[src/rtl/clkdiv_gate_pkg.sv]
// Shared types and limits for the glitch-free clock divider/gate.
package clkdiv_gate_pkg;

    typedef enum logic [1:0] {
        IDLE,
        RUN,
        STOP
    } state_t;

    localparam int DIV_W_MAX = 16;

endpackage

[src/rtl/clkdiv_gate_if.sv]
// Divide-ratio valid/ready channel into clkdiv_gate.
interface clkdiv_gate_if #(
    parameter int WIDTH = 8
) ();

    logic [WIDTH-1:0] DIV;
    logic             DIV_VLD;
    logic             DIV_RDY;

    modport master (output DIV, output DIV_VLD, input DIV_RDY);
    modport slave  (input DIV, input DIV_VLD, output DIV_RDY);

endinterface

[src/rtl/clkdiv_gate_cnt.sv]
// Half-period counter: clears on request, wraps to 0 at terminal count.
module clkdiv_gate_cnt
    import clkdiv_gate_pkg::*;
#(
    parameter int WIDTH = 8
) (
    input  logic             clk_i,
    input  logic             rst_i,
    input  logic             clr_i,
    input  logic [WIDTH-1:0] lim_i,
    output logic [WIDTH-1:0] cnt_o,
    output logic             tc_o
);

    logic [WIDTH-1:0] cnt_q;
    logic [WIDTH-1:0] cnt_d;

    assign tc_o  = (cnt_q == lim_i);
    assign cnt_o = cnt_q;

    always_comb begin
        cnt_d = cnt_q + WIDTH'(1);
        if (clr_i || tc_o) begin
            cnt_d = '0;
        end
    end

    always_ff @(posedge clk_i) begin
        if (rst_i) begin
            cnt_q <= '0;
        end else begin
            cnt_q <= cnt_d;
        end
    end

endmodule

[src/rtl/clkdiv_gate.sv]
// Glitch-free programmable clock divider/gate feeding the clkbuf I pin.
// Optional TICK output: GF180MCU_FD_SC_MCU9T5V0_CLKDIV_TICK_EN.
module clkdiv_gate
    import clkdiv_gate_pkg::*;
#(
    parameter int WIDTH   = 8,
    parameter int DIV_RST = 0
) (
    input  logic CLK,
    input  logic RST,
    input  logic EN,
    clkdiv_gate_if.slave dif,
`ifdef GF180MCU_FD_SC_MCU9T5V0_CLKDIV_TICK_EN
    output logic TICK,
`endif
    output logic Z,
    output logic RUNNING
);

    if (WIDTH > DIV_W_MAX) begin : g_width_chk
        $error("clkdiv_gate: WIDTH exceeds DIV_W_MAX");
    end

    state_t           state_q;
    state_t           nxt;
    logic             z_q;
    logic             running_q;
    logic             pending_q;
    logic [WIDTH-1:0] div_cur_q;
    logic [WIDTH-1:0] shadow_q;
    logic [WIDTH-1:0] cnt;
    logic             tc;
    logic             tog;
    logic             fall;
    logic             xfer;
    logic             go_idle;
    logic             cnt_clr;

    clkdiv_gate_cnt #(
        .WIDTH (WIDTH)
    ) u_cnt (
        .clk_i (CLK),
        .rst_i (RST),
        .clr_i (cnt_clr),
        .lim_i (div_cur_q),
        .cnt_o (cnt),
        .tc_o  (tc)
    );

    // A high phase is never cut short: with Z=1 and EN low we
    // finish the phase in STOP before parking in IDLE.
    always_comb begin
        nxt = state_q;
        tog = 1'b0;
        case (state_q)
            IDLE: nxt = EN ? RUN : IDLE;
            RUN: begin
                if (EN) begin
                    tog = tc;
                end else if (!z_q) begin
                    nxt = IDLE;
                end else begin
                    tog = tc;
                    nxt = tc ? IDLE : STOP;
                end
            end
            STOP: begin
                tog = tc;
                if (EN) begin
                    nxt = RUN;
                end else if (tc) begin
                    nxt = IDLE;
                end
            end
            default: nxt = IDLE;
        endcase
    end

    assign fall    = tog & z_q;
    assign xfer    = dif.DIV_VLD & ~pending_q;
    assign go_idle = (nxt == IDLE);
    assign cnt_clr = (state_q == IDLE) | go_idle;

    always_ff @(posedge CLK) begin
        if (RST) begin
            state_q   <= IDLE;
            z_q       <= 1'b0;
            running_q <= 1'b0;
            pending_q <= 1'b0;
            div_cur_q <= WIDTH'(DIV_RST);
            shadow_q  <= '0;
        end else begin
            state_q   <= nxt;
            z_q       <= z_q ^ tog;
            running_q <= !go_idle;
            if ((state_q == IDLE) || go_idle) begin
                pending_q <= 1'b0;
                if (xfer) begin
                    div_cur_q <= dif.DIV;
                end else if (pending_q) begin
                    div_cur_q <= shadow_q;
                end
            end else begin
                if (fall && pending_q) begin
                    div_cur_q <= shadow_q;
                    pending_q <= 1'b0;
                end
                if (xfer) begin
                    shadow_q  <= dif.DIV;
                    pending_q <= 1'b1;
                end
            end
        end
    end

`ifdef GF180MCU_FD_SC_MCU9T5V0_CLKDIV_TICK_EN
    logic tick_q;

    always_ff @(posedge CLK) begin
        if (RST) begin
            tick_q <= 1'b0;
        end else begin
            tick_q <= tog & ~z_q;
        end
    end

    assign TICK = tick_q;
`endif

    assign Z           = z_q;
    assign RUNNING     = running_q;
    assign dif.DIV_RDY = ~pending_q;

endmodule

[src/flat_wrapper.sv]
// flat-port wrapper written by rule: the top's interface ports become plain ports
module clkdiv_gate_flat import clkdiv_gate_pkg::*;
#(
    parameter int WIDTH   = 8,
    parameter int DIV_RST = 0
)
  (CLK, RST, EN, Z, RUNNING, dif_DIV, dif_DIV_VLD, dif_DIV_RDY);
  clkdiv_gate_if #(.WIDTH(WIDTH)) dif_i ();
  input  logic CLK;
  input  logic RST;
  input  logic EN;
  output logic Z;
  output logic RUNNING;
  input wire logic [$bits(dif_i.DIV)-1:0] dif_DIV;
  input wire logic [$bits(dif_i.DIV_VLD)-1:0] dif_DIV_VLD;
  output wire logic [$bits(dif_i.DIV_RDY)-1:0] dif_DIV_RDY;
  assign dif_i.DIV = dif_DIV;
  assign dif_i.DIV_VLD = dif_DIV_VLD;
  assign dif_DIV_RDY = dif_i.DIV_RDY;
  clkdiv_gate #(.WIDTH(WIDTH), .DIV_RST(DIV_RST)) u_core (.CLK(CLK), .RST(RST), .EN(EN), .dif(dif_i), .Z(Z), .RUNNING(RUNNING));
endmodule
[config.mk]
export PLATFORM = sky130hd
export DESIGN_NAME = clkdiv_gate_flat
export DESIGN_NICKNAME = d
export VERILOG_FILES = /design/src/rtl/clkdiv_gate_pkg.sv /design/src/rtl/clkdiv_gate_if.sv /design/src/rtl/clkdiv_gate_cnt.sv /design/src/rtl/clkdiv_gate.sv /design/src/flat_wrapper.sv
export SDC_FILE = /design/constraint.sdc
export NUM_CORES = 1
export LEC_CHECK = 0
export CAP_MARGIN = 10
export CELL_PAD_IN_SITES_DETAIL_PLACEMENT = 1
export CELL_PAD_IN_SITES_GLOBAL_PLACEMENT = 1
export CORE_MARGIN = 1
export CORE_UTILIZATION = 44
export CTS_BUF_LIST = sky130_fd_sc_hd__clkbuf_8
export CTS_CLUSTER_DIAMETER = 40
export DETAILED_ROUTE_END_ITERATION = 6
export GPL_ROUTABILITY_DRIVEN = 0
export PLACE_DENSITY_LB_ADDON = 0.1
export SYNTH_ARGS = -nofsm -noshare
export SYNTH_HDL_FRONTEND = slang
export SYNTH_SLANG_ARGS = --single-unit
[constraint.sdc]
create_clock -name CLK -period 3.32 [get_ports CLK]
set_input_delay 0.664 -clock CLK [delete_from_list [all_inputs] [get_ports CLK]]
set_output_delay 0.664 -clock CLK [all_outputs]
set_load 0.02 [all_outputs]
==> metrics.md, run 1 <==
| Metric | Value |
|---|---|
| Drt first pass iters | 4 |
| Max-slew headroom | slightly below 50% |
| Core box area | 0.003661 mm^2 |
| CTS tree | built |
| CTS H-tree lvls | 2 |
| WHS Path Cells | 1 |
| Die Area | between 0.004 and 0.005 mm^2 |
| Setup TNS | 0 ns |
| Seq/Total Area, Yosys | between 30% and 40% |
| DR vias | ~1500 |
| Worst Path Required | about 3.5 ns |
| WS Path Type | input port to register |
| Clk slew on worst S/H paths | roughly 0.060 ns |
| IO Port Bufs | 14 |
| Nets | 243 |
| Area delta synth->final | 15.30% |
| DP HPWL | 3038 um |
| Die height | between 60 and 70 um |
| Clock Skew | ~0.0072 ns |
| WL/cell | around 15 um |
| Slowest CP cell | clkdlybuf4s50_1 |
| Global route overflow | 0 |
| CTS sink count | 29 |
| Synth Area per Inst | roughly 7.9 um^2 |
| Max cap viols | 0 |
| Final Max Slew Viols | 0 |
| HP Class | register to register |
| Clock buffer count from CTS | 5 |
| CTS max path bufs | 2 |
| Max FO, Critical Path | 10 |
| Fmax | 0.3729 GHz |
| Synth Instances | between 200 and 250 |
| Crit start category | input port |
| R2R cell count | 12 |
| Residual DRC | 0 |
| Synth cell types | 39 |
| CP arrival | roughly 2.9 ns |
| DR iter-0 viols | 81 |
| Final WL | approximately 4000 um |
| Post CTS Setup Buffer Count | 0 |
| Min Tclk post-route | 2.682 ns |
| Initial Utilization | a little under half |
| First-pass GRT wire length | approximately 6800 um |
| Crit-path max cell delay | roughly 0.48 ns |
| WHS | 0.5238 ns |
| Die width | between 60 and 70 um |
| Kind of end point of the critical path | register |
| Mapped Nets | between 200 and 250 |
| Post-route ant nets | 0 |
| Mapped cell area | about 0.0017 mm^2 |
| Pwr per Cell Area | ~410 mW/mm^2 |
| Setup violators final | 0 |
| Pleak | between 0.7 and 0.8 nW |
| Critical path, cell by cell | clkdlybuf4s50_1 -> o21a_1 -> o21ai_0 -> nor3_1 -> ha_1 -> nand2_2 -> a21boi_0 -> buf_4 -> o21ai_0 -> or3_1 -> a22oi_1 |
| Fin crit share | around four fifths |
| Final hold vios | 0 |
| Status | completed |
| Root Driver | clkbuf_8 |
| Total track usage | about 22% |
| Flip-flop and latch count after synthesis | 29 |
| Avg Vias per Cell | ~5.5 |
| I/O pin cnt | 15 |
| Number of antenna diodes | 0 |
| Pin count of the biggest net entering global routing | 22 |
| CP dominant cell by count | o21ai_0 |
| Least-Margin Pin Slew | between 0.7 and 0.8 ns |
| Initial antenna violation count | 0 |
| Insertion delay to the later sink of the worst-skew pair | around 0.29 ns |
| Vias in the first global route | ~1500 |
| Layout cells sized above 1 | roughly 8.4% |
| RSZ-0062 raised after global routing | no |
| Util after Layout | 52.53% |
| YS warnings | 0 |
| Cts repair resizes | 0 |
| Hold_buf cts | 0 |
| VDD IR max | 0.2285 mV |
| Row count | 22 |
[Yosys cell counts, drive strengths merged]
library cell	number	share of area, %
nor2	50	11
inv	8	1.8
mux2i	8	4.8
nor3	10	3.3
o21ai	17	5.3
a211oi	1	0.75
nor4	1	0.38
nor4b	1	0.53
a31oi	1	1.3
a22oi	7	3.2
or3	6	2.3
a2bb2oi	1	0.53
o221ai	1	0.53
nor2b	1	0.38
ha	6	4.5
o21a	1	0.45
or2	2	0.90
nand3	6	1.8
nand4	3	1.5
and3	3	1.1
dfxtp	29	35
and2	1	0.38
xnor2	9	4.7
a2111o	1	0.68
a21oi	4	1.4
o311ai	1	1.6
a21boi	1	0.45
xor2	5	2.6
buf	4	2.0
clkbuf	6	1.4
nand2	15	3.5
[registers in the layout (all words and copies together) (netlist names)]
register / count
u_core.u_cnt.cnt_o: 8
u_core.shadow_q: 8
u_core.pending_q: 1
u_core.Z: 1
u_core.RUNNING: 1
u_core.state_q: 2
u_core.div_cur_q: 8
[cell families (layout without fill, tap and decap cells)]
family                   Yosys count  in the layout  share of synthesized area, %
AND/OR/NAND/NOR                   99             99                         27.31
multiplexers                       8              8                         4.801
buffers and inverters             18             34                         5.101
XOR/XNOR                          14             14                         7.352
AO/OA/AOI/OAI                     36             36                         16.13
flip-flops                        29             29                         34.81
adder cells (fa/ha/maj)            6              6                         4.501
[layout make-up]
type,count,area (um^2)
fillers,446,1738
multi-input cells,163,1002
flip-flops and latches,29,580.6
repair buffers,18,170.2
clock buffers,5,68.82
well taps,48,60.06
inverters,8,30.03
clock inverters,3,11.26
[routing by layer]
| layer | track usage [%] | up-vias | wire length (um) |
|---|---|---|---|
| met1 | 26.96 | 742 | 1874 |
| li1 | - | 746 | - |
| met3 | 4.348 | 4 | 98 |
| met5 | 0 | - | 0 |
| met2 | 36.84 | 18 | 2030 |
| met4 | 7.670 | 0 | 44 |
[cell usage in the layout (no fill, tap or decap), types with 2 or more instances in the layout]
master	count
and3_1	3
ha_1	6
o21ai_0	15
nand2_1	14
mux2i_1	8
or3_1	6
a21oi_1	3
clkbuf_8	5
xor2_1	5
nand4_1	2
nand3_1	6
nor3_1	9
xnor2_1	9
nor2_1	50
clkdlybuf4s50_1	14
buf_4	4
a22oi_1	7
inv_1	11
dfxtp_1	29
[path summary, 6_finish.rpt]
kind / slack [ns] / end / start
worst max-delay path: 0.64 / u_core.div_cur_q[4] / EN
worst min-delay path: 0.52 / u_core.u_cnt.cnt_o[0] / u_core.u_cnt.cnt_o[0]
worst max register to register: 0.76 / u_core.div_cur_q[4] / u_core.state_q[1]
worst min register to register: 0.52 / u_core.u_cnt.cnt_o[0] / u_core.u_cnt.cnt_o[0]
[per-stage QoR]
stage,cell area (um^2),worst slack (ns),power (W),instances
finish,1923,0.6384,0.0007851,274
CTS,1923,0.6123,0.0007926,274
global route,1923,0.4263,0.0008216,274
floorplan,1668,0.9776,0.0004787,210
detailed placement,1843,0.3456,0.0005195,266
global placement,1843,0.4749,0.0005137,266
[report_power, final]
group	total (W)	switching (W)	internal (W)
combinational	0.000130	0.0000710	0.0000587
sequential	0.000383	0.0000171	0.000365
clock	0.000273	0.000134	0.000139
[critical path: cells and delay by family]
family | cells | cell delay [ns]
and+or+nand+nor | 3 | 0.63
AOI/OAI and AO/OA | 5 | 0.72
buffers and inverters | 2 | 0.65
adders and majority gates | 1 | 0.21
Power figures use the tool's default switching activity.
==> inputs of run 2 (changes only) <==
--- a/config.mk
+++ b/config.mk
@@ -9,7 +9,7 @@
 export CELL_PAD_IN_SITES_DETAIL_PLACEMENT = 1
 export CELL_PAD_IN_SITES_GLOBAL_PLACEMENT = 1
 export CORE_MARGIN = 1
-export CORE_UTILIZATION = 44
+export CORE_UTILIZATION = 40
 export CTS_BUF_LIST = sky130_fd_sc_hd__clkbuf_8
 export CTS_CLUSTER_DIAMETER = 40
 export DETAILED_ROUTE_END_ITERATION = 6
==> constraint.sdc (replaced) <==
create_clock -name CLK -period 2.21 [get_ports CLK]
set_input_delay 0.442 -clock CLK [delete_from_list [all_inputs] [get_ports CLK]]
set_output_delay 0.442 -clock CLK [all_outputs]
set_load 0.02 [all_outputs]
==> metrics.md, run 2 (synthesis gave the netlist of run 1 again) <==
| Metric | Value |
|---|---|
| Final Max Slew Viols | 0 |
| Fin crit share | a little over nine tenths |
| Setup violators final | 0 |
| Residual DRC | 0 |
| Critical path, cell by cell | inv_4 -> ha_4 -> o21a_1 -> o21ai_2 -> nor3_2 -> ha_2 -> nand2_2 -> buf_6 -> nor2_1 -> nor2_1 -> o21ai_1 -> or3_1 -> a22oi_2 |
| Drt first pass iters | 4 |
| Fillers | 480 |
| Initial antenna violation count | 0 |
| Insertion delay to the later sink of the worst-skew pair | roughly 0.28 ns |
| Avg Vias per Cell | 5.410 |
| Layout cells sized above 1 | a little under two fifths |
| RSZ-0062 raised after global routing | yes |
| Clk slew on worst S/H paths | 0.07 ns |
| Nets | 275 |
| Min Tclk post-route | 2.161 ns |
| Dpl ws | -0.4008 ns |
| I/O pin cnt | 15 |
| Clock Skew | about 0.0083 ns |
| VDD IR max | 0.3024 mV |
| Least-Margin Pin Slew | approximately 0.37 ns |
| Kind of end point of the critical path | register |
| Hold_buf cts | 0 |
| DP HPWL | ~3500 um |
| Number of antenna diodes | 0 |
| CP arrival | roughly 2.4 ns |
| Initial Utilization | between 40% and 50% |
| CTS H-tree lvls | 2 |
| Max cap viols | 0 |
| Max-slew headroom | roughly 75% |
| Total track usage | roughly 22% |
| Max FO, Critical Path | 8 |
| Root Driver | clkbuf_8 |
| Crit-path max cell delay | approximately 0.37 ns |
| Final hold vios | 0 |
| Commonest non-fill, non-tap cell in the layout | nor2_1 |
| Pin count of the biggest net entering global routing | 20 |
| Die height | around 67 um |
| Final Power | 0.001303 W |
| Fmax | ~0.46 GHz |
| Post-route ant nets | 0 |
| WS Path Type | register to register |
| WL/cell | roughly 16 um |
| Crit start category | register |
| Die Area | between 0.004 and 0.005 mm^2 |
| Multi-input logic area | roughly 0.0011 mm^2 |
| CTS tree | built |
| Area delta synth->final | 41.41% |
| DR iter-0 viols | 89 |
| Die width | 66.57 um |
| Core box area | 0.004000 mm^2 |
| Placed cell area | 0.002073 mm^2 |
| Final WS setup | just under 0.05 ns |
| CP dominant cell by count | nor2_1 |
| Design area | between 0.002 and 0.0025 mm^2 |
| CTS sink count | 29 |
| Vias in the first global route | about 1600 |
| HP Class | register to register |
| Worst Path Required | around 2.4 ns |
| Most frequent cells in the layout | nor2_1, buf_4, nand2_1, dfxtp_2 |
| Clock buffer count from CTS | 5 |
| First-pass GRT wire length | about 7300 um |
| Global route overflow | 0 |
| Slowest CP cell | dfxtp_4 |
| Row count | 23 |
| Register Area | 605.6 um^2 |
| DR vias | 1661 |
| IO Port Bufs | 14 |
| CTS max path bufs | 2 |
| Final WL | 5048 um |
| Pleak | ~0.94 nW |
| Pwr per Cell Area | about 550 mW/mm^2 |
| Status | completed |
run 2: cell count changes in the layout (fill, tap and decap cells not counted), moves of 7 or more:
cell     change
buf_4       +29
dfxtp_1     -16
dfxtp_2     +14
o21ai_0      -7
xnor2_1      -8
xnor2_2      +8
run 2: metrics by stage:
stage          cells  util [%]  setup TNS, ns  hold WS (ns)
2_1_floorplan    210         -              0        0.4603
3_3_place_gp     295     51.83         -2.762        0.5018
3_5_place_dp     295     51.83         -4.516        0.5312
4_1_cts          306     56.05              0        0.5512
5_1_grt          307     58.96        -0.3883        0.5691
6_report         307     58.96              0        0.5432
run 2: worst paths after layout:
| path | slack [ns] | endpoint | start | cells past startpoint |
|---|---|---|---|---|
| max | 0.05 | u_core.div_cur_q[0] | u_core.state_q[1] | 13 |
| max reg2reg | 0.05 | u_core.div_cur_q[0] | u_core.state_q[1] | 13 |
| min | 0.54 | u_core.shadow_q[3] | u_core.shadow_q[3] | 2 |
| min reg2reg | 0.54 | u_core.shadow_q[3] | u_core.shadow_q[3] | 2 |
run 2: metal layers:
layer	global-route usage (%)	routed length [um]	vias to the layer above	share of wire, %
met3	4.623	108	14	2.1
met2	38.26	2587	26	51
met5	0	0	-	0
li1	-	-	811	-
met4	10.11	142	0	2.8
met1	26.80	2210	810	44
run 2: timing repair:
| action | in CTS | in global routing |
|---|---|---|
| buffers inserted | 4 | 2 |
| endpoints found under the setup margin | 6 | 8 |
| pin swaps | 7 | 15 |
| resized for setup | 24 | 34 |
run 2: cell type report:
| class | instances | share of cell area, % |
|---|---|---|
| multi-input combinational | 163 | 48.33 |
| sequential | 29 | 25.68 |
| timing repair buffer | 50 | 18.20 |
| clock buffer | 6 | 3.501 |
| tap | 50 | 2.653 |
| inverter | 8 | 1.485 |
| clock inverter | 1 | 0.1592 |
run 2: critical path, delay by kind of cell (launching register included):
family          cells  cell delay, ns
fa+ha+maj           2            0.34
compound gates      4            0.53
buf+inv             2            0.20
simple gates        5            0.65
flops               1            0.37
run 2: power breakdown:
part | internal, W | switching, W | total [W]
Combinational | 0.000147 | 0.000137 | 0.000284
Sequential | 0.000552 | 0.0000342 | 0.000586
Clock | 0.000242 | 0.000191 | 0.000433
